===== config.mk =====
export PLATFORM = sky130hd
export DESIGN_NAME = branch_target_buffer
export DESIGN_NICKNAME = d
export VERILOG_FILES = /design/src/rtl/branch_target_buffer.sv
export SDC_FILE = /design/constraint.sdc
export NUM_CORES = 2
export LEC_CHECK = 0
export BUFFER_PORTS_ARGS = -buffer_cell sky130_fd_sc_hd__buf_2
export CAP_MARGIN = 20
export CELL_PAD_IN_SITES_DETAIL_PLACEMENT = 1
export CELL_PAD_IN_SITES_GLOBAL_PLACEMENT = 2
export CORE_UTILIZATION = 50
export CTS_BUF_LIST = sky130_fd_sc_hd__clkbuf_8
export DETAILED_ROUTE_END_ITERATION = 12
export GPL_TIMING_DRIVEN = 0
export PLACE_DENSITY = 0.95
export RECOVER_POWER = 25
export SYNTH_ARGS = -nofsm -noshare
export SYNTH_HDL_FRONTEND = slang
export SYNTH_SLANG_ARGS = --single-unit

===== constraint.sdc =====
create_clock -name clk -period 4.5 [get_ports clk]
set_input_delay 0 -clock clk [delete_from_list [all_inputs] [get_ports clk]]
set_output_delay 0 -clock clk [all_outputs]
set_load 0.05 [all_outputs]

===== src/rtl/branch_target_buffer.sv =====
`default_nettype none
// ============================================================================
// Module      : branch_target_buffer
// Description : Direct-mapped fetch-stage BTB with 2-bit direction counters;
//               zero-latency lookup, one-update-per-cycle write-back.
// Revision    : 1.0 - initial release
// ============================================================================
module branch_target_buffer #(
    parameter int ENTRIES = 16,
    parameter int IDX_W   = $clog2(ENTRIES)
) (
    input  logic        clk,
    input  logic        rst_n,
    input  logic [31:0] fetch_pc,
    output logic        pred_valid,
    output logic        predicted_taken,
    output logic [31:0] predicted_pc,
    input  logic        update_en,
    input  logic [31:0] update_pc,
    input  logic [31:0] update_target,
    input  logic        update_taken,
    input  logic        update_is_jump,
    input  logic        flush
);

    localparam int c_TAG_W = 32 - IDX_W - 2;

    logic               r_valid  [ENTRIES];
    logic [c_TAG_W-1:0] r_tag    [ENTRIES];
    logic [31:0]        r_target [ENTRIES];
    logic [1:0]         r_ctr    [ENTRIES];

    logic [IDX_W-1:0]   w_fetch_idx;
    logic [c_TAG_W-1:0] w_fetch_tag;
    logic [IDX_W-1:0]   w_upd_idx;
    logic [c_TAG_W-1:0] w_upd_tag;
    logic               w_fetch_hit;
    logic               w_upd_hit;
    logic [1:0]         w_ctr_next;
    logic               w_unused_bits;

    assign w_fetch_idx   = fetch_pc[IDX_W+1:2];
    assign w_fetch_tag   = fetch_pc[31:IDX_W+2];
    assign w_upd_idx     = update_pc[IDX_W+1:2];
    assign w_upd_tag     = update_pc[31:IDX_W+2];
    assign w_unused_bits = &{fetch_pc[1:0], update_pc[1:0]};

    // Lookup reads the registered table only, so same-cycle updates are not bypassed.
    always_comb begin
        w_fetch_hit     = r_valid[w_fetch_idx] && (r_tag[w_fetch_idx] == w_fetch_tag);
        pred_valid      = w_fetch_hit;
        predicted_taken = w_fetch_hit && r_ctr[w_fetch_idx][1];
        predicted_pc    = predicted_taken ? r_target[w_fetch_idx] : fetch_pc + 32'h4;
    end

    always_comb begin
        w_upd_hit  = r_valid[w_upd_idx] && (r_tag[w_upd_idx] == w_upd_tag);
        w_ctr_next = r_ctr[w_upd_idx];
        if (!w_upd_hit) begin
            if (update_is_jump)    w_ctr_next = 2'b11;
            else if (update_taken) w_ctr_next = 2'b10;
            else                   w_ctr_next = 2'b01;
        end else if (update_is_jump) begin
            w_ctr_next = 2'b11;
        end else if (update_taken) begin
            if (r_ctr[w_upd_idx] != 2'b11) w_ctr_next = r_ctr[w_upd_idx] + 2'b01;
        end else begin
            if (r_ctr[w_upd_idx] != 2'b00) w_ctr_next = r_ctr[w_upd_idx] - 2'b01;
        end
    end

    always_ff @(posedge clk or negedge rst_n) begin
        if (!rst_n) begin
            for (int i = 0; i < ENTRIES; i++) begin
                r_valid[i]  <= 1'b0;
                r_tag[i]    <= '0;
                r_target[i] <= '0;
                r_ctr[i]    <= 2'b00;
            end
        end else if (flush) begin
            // A coincident update is intentionally dropped.
            for (int i = 0; i < ENTRIES; i++) begin
                r_valid[i] <= 1'b0;
            end
        end else if (update_en) begin
            r_valid[w_upd_idx] <= 1'b1;
            r_tag[w_upd_idx]   <= w_upd_tag;
            r_ctr[w_upd_idx]   <= w_ctr_next;
            if (!w_upd_hit || update_taken) begin
                r_target[w_upd_idx] <= update_target;
            end
        end
    end

endmodule
`default_nettype wire


==> metrics.txt <==
outcome finished with violations; failing checks hold timing, capacitance limit, slew limit, setup timing; Max Root-Sink Buffers 3; Slowest-stage cell, CP clkbuf_1; Achievable Freq 187 MHz; Leak Pwr roughly 27 nW; Hold Path Class input pin to flop; Die W 321 um; Post-Route Utilization between 50% and 60%; clk_skew ~0.13 ns; Power Internal 17.9 mW; critical path type input pin to primary output; GP Congestion roughly 1.0; simple-gate portion of the synthesized area around a tenth; Worst slew margin -143%; final setup violation count 34; RSZ-0062 raised after global routing true; Yosys cell types 73; routed len/inst about 42 um; drt via density between 7 and 8; met1 wire length 79100 um; H-Tree Depth 4; Final period util 119%; Syn Inst Count 3932; Sequential Power Share 44.4%; WP data required 4.50 ns; Power Density 462 nW/um^2; Nets 4480; share of cells above drive strength 1 between 30% and 40%; CTS tree built; Synth Area in Adders less than 1%; Post-synth EDFFs 0; Primary FF master, synth dfrtp_1; total wire length between 200000 and 250000 um; Core Area 100000 sq um; worst-path fanout max 10; GR Util All Layers 45.5%; # rows 116; Logic pwr share ~23%; met3 wire len about 34000 um; Iteration-0 DRC Markers 6443; Port Buffers approximately 120; Synth area leaders dfrtp_1, mux4_2, mux2_4, nand2_1, mux2_2; antenna violations before repair 27; area share of the largest cell type after synthesis roughly 48%; CTS Root Cell clkbuf_8; placed insts 5434; Critical Path, Cell by Cell buf_2, clkbuf_2, clkbuf_2, clkbuf_1, clkbuf_1, clkbuf_1, mux4_2, mux4_2, mux2_4, buf_8; CP Capture Type primary output; largest area contributor in the netlist dfrtp_1; final-report hold violation count 1; Critical Path AT 5.34 ns; Min Hold Slack -0.000886 ns; vias in the first global route 43700; XOR/XNOR Fraction of Synth Area around 1.3%; Initial Utilization roughly 50%; mux contribution to synthesized area around 34%; DRT Pass-1 Iters 9; highest metal used met5; Pins Over Slew Limit 240; minimum period implied by the final worst setup slack roughly 5.3 ns; Cell Area, Synth a little over 50000 sq um; Top cell by count, worst path clkbuf_1; vias post-DR 42566; Antenna Violating Nets Remaining 0; Die Span Y around 320 um; Crit path largest cell delay around 1.5 ns; Seq/Total Area, Yosys approximately 48%; final setup margin -0.841 ns; die area between 100000 and 150000 sq um; largest net degree at the start of global routing between 100 and 150; most common cell after layout, fill and taps aside nand2_1; first-pass GRT wire length approximately 330000 um; #FFs+latches synth 976; Psw 9.37 mW; CTS Sinks a little under 1000; Clock Latency Late Sink 1.00 ns; post-synthesis compound-gate area fraction 3.01%; Syn Area/Cell about 13 sq um; IO Pins roughly 140; Layout area overhead 16.5%; Switching Share approximately 34%; DRC viols 0; Worst VDD drop between 0.0002 and 0.0003 V; Worst-Margin Slew around 3.6 ns; Detail Placement HPWL approximately 140000 um; wire length on met2 around 100000 um; most frequent cells in the layout nand2_1, dfrtp_1, mux4_2; fin cells around 5900; largest family of logic cells by synthesized area multiplexers; Filler Cell Count 9851; FFs w/ async S/R, synth 100%; # Max-Cap Violations 4; CTS clk-pin slew, worst paths 0.06 ns; cts bufs inserted 168; crit start category input pin; power share of the clock group 33.2%; Synthesized Nets between 4000 and 5000; Synth Warn # 0; grt total ovfl 0
[power groups by stage]
| stage | Clock (mW) | Combinational, mW | Sequential (mW) |
|---|---|---|---|
| final | 9.05 | 6.14 | 12.1 |
| after global routing | 9.23 | 6.29 | 12.1 |
| after CTS | 8.61 | 5.56 | 11.7 |
| after detailed placement | 0 | 5.32 | 11.8 |
| after global placement | 0 | 4.98 | 11.6 |
| after floorplan | 0 | 3.79 | 11.3 |
[logic make-up (layout without fill, tap and decap cells)]
kind of cell	count (synthesis)	count (layout)
simple gates	1212	1212
mux	1063	1063
flops	976	976
buf+inv	365	938
compound gates	237	237
xor+xnor	78	78
fa+ha+maj	1	1
other cells	0	24
[state kept, by name, indices dropped and copies added (netlist names)]
name / cells
r_ctr: 32
r_tag: 416
r_target: 512
r_valid: 16
[worst paths after layout]
path | from | end | slack, ns | cells after the start
setup / recovery | fetch_pc[3] | predicted_pc[0] | -0.84 | 10
hold / removal | flush | r_valid[6] | -0.0009 | 3
setup reg to reg | r_tag[13] | r_target[205] | 0.13 | 12
hold reg to reg | r_tag[156] | r_tag[156] | 0.50 | 2
max in group asynchronous | rst_n | r_ctr[11] | 0.45 | 6
min in group asynchronous | rst_n | r_target[165] | 1.18 | 4
[per-stage QoR]
stage	total power, mW	TNS (ns)	hold slack (ns)	worst slack, ns	area, sq um
detailed placement	17.1	-296.29	-0.0270	-1.70	53700
global placement	16.6	-	0.316	-17.86	53100
floorplan	15.0	0	-0.296	0.633	50800
finish	27.3	-16.45	-0.000886	-0.841	59100
CTS	25.9	-0.0117	0.00272	-0.00391	58300
global route	27.6	-29.66	0.0214	-0.556	59100
[layout make-up]
type	count	area [sq um]	area share [%]
flip-flops and latches	976	24400	41.3
clock inverters	86	543	0.918
well taps	1357	1700	2.87
clock buffers	212	2920	4.93
plain buffers	333	1880	3.18
diodes	24	60.1	0.102
repair buffers	277	2770	4.68
inverters	30	113	0.190
multi-input cells	2591	24700	41.8
[what timing repair did]
action                                 in CTS  in global routing
endpoints found under the hold margin    1178                  0
setup buffers                               4                 19
setup endpoints to repair                  34                244
hold buffers                               98                  0
pin swaps                                   2                  9
gates cloned                                0                  3
resized for setup                          78                156
[critical path, delay by kind of cell]
family	cells	cell delay (ns)
buffers and inverters	7	3.89
multiplexers	3	1.40
[metal layers]
layer	up-vias	track usage (%)
li1	14932	-
met1	21618	52.5
met2	4269	65.8
met3	1713	18.3
met4	34	38.6
met5	-	2.27
[synthesized netlist by cell type (20+ instances only)]
master	number
xnor2_1	52
nor2_1	40
xor2_1	26
inv_1	25
nand3_1	54
buf_6	42
mux2_2	266
o21ai_0	145
mux4_2	388
mux2_4	300
buf_1	23
clkbuf_1	198
dfrtp_1	976
nand2_1	1022
nor3_1	20
buf_2	58
mux2i_1	88
mux2_1	21
(Power assumes the default switching activity.)
